[src/rtl/mem_arb_pkg.sv]
// Shared constants for the I/D memory request arbiter.
// Latency: n/a (types and constants only).
// Backpressure: n/a.
package mem_arb_pkg;

  typedef enum logic [1:0] {
    ST_IDLE  = 2'b00,
    ST_ISSUE = 2'b01,
    ST_WAIT  = 2'b10
  } arb_state_t;

  localparam logic PORT_I = 1'b0;
  localparam logic PORT_D = 1'b1;

  // Width of the WAIT-state watchdog counter (optional timeout build only).
  localparam int TO_CNT_W = 8;

endpackage

[src/rtl/arb_rr2.sv]
// Two-way round-robin picker: on a tie the port that did not win last time wins.
// Latency: combinational.
// Backpressure: none; caller decides when the pick is consumed.
module arb_rr2
  import mem_arb_pkg::*;
(
  input  logic [1:0] req,
  input  logic       last,
  output logic       gnt_valid,
  output logic       gnt_id
);

  // single requester wins outright; a tie goes to the port opposite last
  always_comb begin
    gnt_valid = |req;
    gnt_id    = PORT_I;
    if (req[PORT_I] && req[PORT_D]) gnt_id = ~last;
    else if (req[PORT_D])           gnt_id = PORT_D;
  end

endmodule

[src/rtl/dff.sv]
// Plain register cell with synchronous active-low clear.
// Latency: 1 cycle.
// Backpressure: none; captures d every cycle.
module dff #(
  parameter int           W       = 1,
  parameter logic [W-1:0] RST_VAL = '0
) (
  input  logic         clk,
  input  logic         rst,
  input  logic [W-1:0] d,
  output logic [W-1:0] q
);

  // capture every cycle, clear to RST_VAL while rst is low
  always_ff @(posedge clk) begin
    if (!rst) q <= RST_VAL;
    else      q <= d;
  end

endmodule

[src/rtl/dff_en.sv]
// Load-enable register cell with synchronous active-low clear.
// Latency: 1 cycle after en.
// Backpressure: none; holds value while en is low.
module dff_en #(
  parameter int           W       = 1,
  parameter logic [W-1:0] RST_VAL = '0
) (
  input  logic         clk,
  input  logic         rst,
  input  logic         en,
  input  logic [W-1:0] d,
  output logic [W-1:0] q
);

  // load on en, clear to RST_VAL while rst is low
  always_ff @(posedge clk) begin
    if (!rst)    q <= RST_VAL;
    else if (en) q <= d;
  end

endmodule

[src/rtl/mem_req_arbiter.sv]
// Shares one cache/memory port between fetch (I) and data (D); optional WAIT watchdog under MEM_ARB_TIMEOUT_EN.
// Latency: request in IDLE cycle N -> m_rd/m_wr strobe in N+1 -> earliest x_done in N+2; one IDLE cycle between grants.
// Backpressure: loser (and winner until x_done) sees x_stall; WAIT holds until m_done (or watchdog expiry).
module mem_req_arbiter
  import mem_arb_pkg::*;
#(
  parameter int AW      = 16,
  parameter int DW      = 16,
  parameter int TIMEOUT = 63
) (
  input  logic          clk,
  input  logic          rst,
  input  logic          i_rd,
  input  logic          i_wr,
  input  logic [AW-1:0] i_addr,
  input  logic [DW-1:0] i_wdata,
  output logic [DW-1:0] i_rdata,
  output logic          i_done,
  output logic          i_hit,
  output logic          i_stall,
  input  logic          d_rd,
  input  logic          d_wr,
  input  logic [AW-1:0] d_addr,
  input  logic [DW-1:0] d_wdata,
  output logic [DW-1:0] d_rdata,
  output logic          d_done,
  output logic          d_hit,
  output logic          d_stall,
  output logic          m_rd,
  output logic          m_wr,
  output logic [AW-1:0] m_addr,
  output logic [DW-1:0] m_wdata,
  input  logic [DW-1:0] m_rdata,
  input  logic          m_done,
  input  logic          m_hit,
  input  logic          m_stall,
  input  logic          m_err,
  output logic          err
);

  localparam logic [TO_CNT_W-1:0] TO_LIMIT = TO_CNT_W'(TIMEOUT);

  arb_state_t    state_q, state_d;
  logic [1:0]    state_raw;
  logic          legal_i, legal_d, illegal_i, illegal_d;
  logic          gnt_valid, gnt_id, grant;
  logic          last_q, gnt_q, op_rd_q;
  logic [AW-1:0] addr_q, sel_addr;
  logic [DW-1:0] wdata_q, sel_wdata;
  logic          sel_rd;
  logic          in_wait, busy, done_any, data_ok;
  logic          timeout_pulse;
  logic          unused_sink;

  // rd and wr together is a malformed request: never granted, flagged on err
  assign illegal_i = i_rd & i_wr;
  assign illegal_d = d_rd & d_wr;
  assign legal_i   = i_rd ^ i_wr;
  assign legal_d   = d_rd ^ d_wr;

  arb_rr2 u_pick (
    .req       ({legal_d, legal_i}),
    .last      (last_q),
    .gnt_valid (gnt_valid),
    .gnt_id    (gnt_id)
  );

  // requester inputs only matter in IDLE; after this they are ignored
  assign grant     = (state_q == ST_IDLE) & gnt_valid;
  assign sel_rd    = (gnt_id == PORT_D) ? d_rd    : i_rd;
  assign sel_addr  = (gnt_id == PORT_D) ? d_addr  : i_addr;
  assign sel_wdata = (gnt_id == PORT_D) ? d_wdata : i_wdata;

  dff #(.W(2), .RST_VAL(ST_IDLE)) u_state (
    .clk(clk), .rst(rst), .d(state_d), .q(state_raw)
  );
  assign state_q = arb_state_t'(state_raw);

  // last_grant resets to D so fetch wins the first tie
  dff_en #(.W(1), .RST_VAL(PORT_D)) u_last (
    .clk(clk), .rst(rst), .en(grant), .d(gnt_id), .q(last_q)
  );
  dff_en #(.W(1)) u_gnt (
    .clk(clk), .rst(rst), .en(grant), .d(gnt_id), .q(gnt_q)
  );
  dff_en #(.W(1)) u_op (
    .clk(clk), .rst(rst), .en(grant), .d(sel_rd), .q(op_rd_q)
  );
  dff_en #(.W(AW)) u_addr (
    .clk(clk), .rst(rst), .en(grant), .d(sel_addr), .q(addr_q)
  );
  dff_en #(.W(DW)) u_wdata (
    .clk(clk), .rst(rst), .en(grant), .d(sel_wdata), .q(wdata_q)
  );

  // next-state and one-cycle downstream strobe; m_done outside WAIT is ignored
  always_comb begin
    state_d = state_q;
    m_rd    = 1'b0;
    m_wr    = 1'b0;
    case (state_q)
      ST_IDLE:  if (gnt_valid) state_d = ST_ISSUE;
      ST_ISSUE: begin
        m_rd    = op_rd_q;
        m_wr    = ~op_rd_q;
        state_d = ST_WAIT;
      end
      ST_WAIT:  if (m_done || timeout_pulse) state_d = ST_IDLE;
      default:  state_d = ST_IDLE;
    endcase
  end

  assign in_wait = (state_q == ST_WAIT);
  assign busy    = (state_q == ST_ISSUE) | in_wait;
  assign m_addr  = busy ? addr_q  : '0;
  assign m_wdata = busy ? wdata_q : '0;

  // response data is forwarded only on a real m_done; a watchdog completion returns zeros
  assign done_any = in_wait & (m_done | timeout_pulse);
  assign data_ok  = in_wait & m_done;

  assign i_done  = done_any & (gnt_q == PORT_I);
  assign d_done  = done_any & (gnt_q == PORT_D);
  assign i_rdata = (data_ok && gnt_q == PORT_I) ? m_rdata : '0;
  assign d_rdata = (data_ok && gnt_q == PORT_D) ? m_rdata : '0;
  assign i_hit   = data_ok & (gnt_q == PORT_I) & m_hit;
  assign d_hit   = data_ok & (gnt_q == PORT_D) & m_hit;
  assign i_stall = (i_rd | i_wr) & ~i_done;
  assign d_stall = (d_rd | d_wr) & ~d_done;

  // m_err is reported but does not abort an outstanding WAIT
  assign err = illegal_i | illegal_d | m_err | timeout_pulse;

`ifdef MEM_ARB_TIMEOUT_EN
  logic [TO_CNT_W-1:0] wait_cnt_q, wait_cnt_d;

  // counter is zero on the first WAIT cycle and counts up while waiting
  always_comb begin
    wait_cnt_d = wait_cnt_q;
    if (state_q == ST_ISSUE) wait_cnt_d = '0;
    else if (in_wait)        wait_cnt_d = wait_cnt_q + TO_CNT_W'(1);
  end

  dff #(.W(TO_CNT_W)) u_wait_cnt (
    .clk(clk), .rst(rst), .d(wait_cnt_d), .q(wait_cnt_q)
  );

  assign timeout_pulse = in_wait & ~m_done & (wait_cnt_q == TO_LIMIT);
  assign unused_sink   = m_stall;
`else
  assign timeout_pulse = 1'b0;
  assign unused_sink   = ^{m_stall, TO_LIMIT};
`endif

endmodule

[config.mk]
export PLATFORM = sky130hd
export DESIGN_NAME = mem_req_arbiter
export DESIGN_NICKNAME = d
export VERILOG_FILES = /design/src/rtl/mem_arb_pkg.sv /design/src/rtl/arb_rr2.sv /design/src/rtl/dff.sv /design/src/rtl/dff_en.sv /design/src/rtl/mem_req_arbiter.sv
export SDC_FILE = /design/constraint.sdc
export NUM_CORES = 1
export LEC_CHECK = 0
export CAP_MARGIN = 15
export CORE_ASPECT_RATIO = 1.25
export CORE_MARGIN = 5
export CORE_UTILIZATION = 32
export DETAILED_ROUTE_END_ITERATION = 16
export PLACE_DENSITY_LB_ADDON = 0.12
export SLEW_MARGIN = 5
export SYNTH_ARGS = -nofsm -noshare
export SYNTH_HDL_FRONTEND = slang
export SYNTH_SLANG_ARGS = --single-unit
[constraint.sdc]
create_clock -name clk -period 1.75 [get_ports clk]
set_clock_uncertainty 0.15 [all_clocks]
set_input_delay 0.35 -clock clk [delete_from_list [all_inputs] [get_ports clk]]
set_output_delay 0.35 -clock clk [all_outputs]
set_load 0.02 [all_outputs]
==> impl_metrics.json <==
{
  "min_period_ps": 1960,
  "grt_pass1_wl_mm": 13.1,
  "synth_area_per_cell_sq_um": 7.79,
  "synth.distinct_cells": 22,
  "hp-class": "input pin to register",
  "clk_path_buf_depth": 2,
  "fp.dieW_microns": 86.4,
  "grt-ovfl-total": 0,
  "p_switching_w": 0.00184,
  "ant_nets": 0,
  "cts_root_buffer": "clkbuf_8",
  "end_kind": "output pin",
  "insertion_delay_ps": 290,
  "max_freq_ghz": 0.511,
  "synth.net_count": 399,
  "relSlewSlack": 0.755,
  "dieHeight_microns": 106,
  "setup_ws_ps": -206,
  "postCtsHoldBufs": 0,
  "status": "finished with violations",
  "power_density_nw_per_um2": 1020,
  "final_nets": 567,
  "cp_max_fo": 7,
  "synth_fa_ha_area_frac": 0.0482,
  "grt_start_max_net_pins": 40,
  "htree_levels": 2,
  "wl_per_cell_microns": 15.1,
  "grt_use_total": 0.176,
  "synth.area.top_cells": "dfxtp_1 (32%), and2_1 (18%), a21oi_2 (11%)",
  "peakVddDrop_uv": 681,
  "synth_top_family_by_area": "compound AO/OA/AOI/OAI gates",
  "vias": 2656,
  "dieArea_sq_um": 9120,
  "setup_viol": 72,
  "stdcell_area_sq_um": 4600,
  "cts_tree": "done",
  "synth_cells": 300,
  "worstSetupStartpointType": "register",
  "critPathArrivalTime_ps": 1460,
  "drtPass1Iterations": 4,
  "syn2layout_area_growth_pct": 97.0,
  "drc": 0,
  "synthMuxAreaShare": 0.00857,
  "yosysTopAreaCellShare": 0.317,
  "io_buffers": 161,
  "synth-simple-area-share": 0.263,
  "leakagePower_nw": 2.01,
  "failed_checks": "setup timing",
  "synth_compound_area_frac": 0.292,
  "core_area_sq_um": 7060,
  "critical_path_required_ps": 1250,
  "ys_seq_area_frac": 0.317,
  "pwr-share-comb": 0.606,
  "syn_area_sq_um": 2340,
  "seqPwrFrac": 0.259,
  "post-place-ws_ps": -694,
  "switching_share": 0.390,
  "layout_worst_path_cycle_share": 1.12,
  "cts.sinks": 37,
  "vias_per_cell": 4.75,
  "pin_count": 163,
  "ys_seq_elements": 37,
  "placed_area_sq_um": 4150,
  "rsz0062_at_grt": "yes",
  "tightestPinTransition_ps": 368,
  "synth_top_area_cell": "dfxtp_1",
  "rows": 34,
  "drt-total-wl_mm": 8.46,
  "initial_core_util": 0.331,
  "finalHoldViolations": 0,
  "antenna_found_initial": 0,
  "yosysWarningCount": 0,
  "cts_buffers": 5,
  "clk_pin_slew_ps": 80,
  "whs_ps": 255,
  "drt_iter0_drc": 62,
  "report.final.slew_viol_count": 0,
  "maxCapViolations": 0,
  "p_int_w": 0.00288,
  "grt_pass1_vias": 2640,
  "worstSetupPathType": "register to output pin",
  "place.gp.congestion": 0.739,
  "layout-drive-gt1-share": 0.450,
  "dp_hpwl_mm": 6.20,
  "antenna_cells": 0,
  "p_clk_frac": 0.135,
  "synth-xor-area-share": 0
}
-- routing by layer --
metal	wire length, microns	vias up	GRT usage
met1	3340	1234	0.194
met2	4510	90	0.342
li1	-	1327	-
met4	78	0	0.0401
met3	536	5	0.0289
met5	0	-	0
-- path summary, 6_finish.rpt --
kind                start            to  slack (ps)  depth (start not counted)
max          u_state.q[0]     m_addr[7]        -210                          5
min reg2reg  u_state.q[1]  u_state.q[1]         370                          2
max reg2reg  u_state.q[0]   u_addr.q[0]         300                          5
min                  d_rd        u_op.q         260                          3
-- critical path, stage by stage, from the launching register on --
cell	delay, ps
dfxtp_2	360
inv_4	50
ha_4	350
buf_8	150
and2_4	150
buf_6	110
-- final cells by class --
class / count / area (sq um)
Clock inverter: 2 / 13.8
Timing Repair Buffer: 185 / 2000
Tap cell: 90 / 113
Clock buffer: 6 / 82.6
Multi-Input combinational cell: 233 / 1630
Fill cell: 641 / 2460
Inverter: 6 / 27.5
Sequential cell: 37 / 746
-- flip-flops by register name, summed over array words and instances, names as in the netlist --
name,flops
u_addr.q,16
u_wdata.q,16
u_state.q,2
u_gnt.q,1
u_last.q,1
u_op.q,1
-- layout by cell type (no fill, tap or decap), types with 8 or more instances in the layout --
cell type / n
clkdlybuf4s50_1: 82
buf_6: 77
and2_4: 50
nand2_1: 38
a21oi_1: 38
dfxtp_1: 35
a21oi_2: 30
o21ai_0: 28
buf_4: 12
and2_1: 9
and2_2: 8
-- cells by family (layout without fill, tap and decap cells) --
group,Yosys count,count (layout)
buffers and inverters,30,199
AND/OR/NAND/NOR,115,115
multiplexers,2,2
adder cells (fa/ha/maj),9,9
flip-flops,37,37
AO/OA/AOI/OAI,107,107
-- per-stage QoR --
stage,cells,setup TNS (ps),utilization,total power (W)
2_1_floorplan,300,-435,-,0.00256
3_3_place_gp,545,-55850,0.588,0.00357
3_5_place_dp,545,-58210,0.588,0.00360
4_1_cts,555,-15190,0.630,0.00472
5_1_grt,559,-16370,0.652,0.00501
6_report,559,-12740,0.652,0.00472
-- timing repair --
item                       in CTS  in global routing
resized for setup             479                 47
setup endpoints to repair     109                 80
gates cloned                    2                  2
setup buffers                   1                  2
pin swaps                      34                 11
-- synthesized netlist by cell type --
library cell and number:
and2_1 67, a21oi_1 38, nand2_1 38, dfxtp_1 37
a21oi_2 30, o21ai_0 29, clkbuf_1 11, ha_1 9
buf_2 7, buf_6 6, inv_1 6, o21ai_1 5
nor2_1 4, nor2b_1 3, and3_1 2, mux2i_1 2
a21bo_2 1, a21boi_4 1, a22oi_1 1, o21a_4 1
o21ai_2 1, or3_1 1
-- power by group through the flow --
stage	registers [W]	clock network (W)	logic, W
2_1_floorplan	0.00118	0	0.00137
6_report	0.00122	0.000635	0.00286
5_1_grt	0.00125	0.000688	0.00306
3_3_place_gp	0.00120	0	0.00237
4_1_cts	0.00121	0.000661	0.00284
3_5_place_dp	0.00121	0	0.00239
No activity file was read; power rests on OpenSTA's default activity.
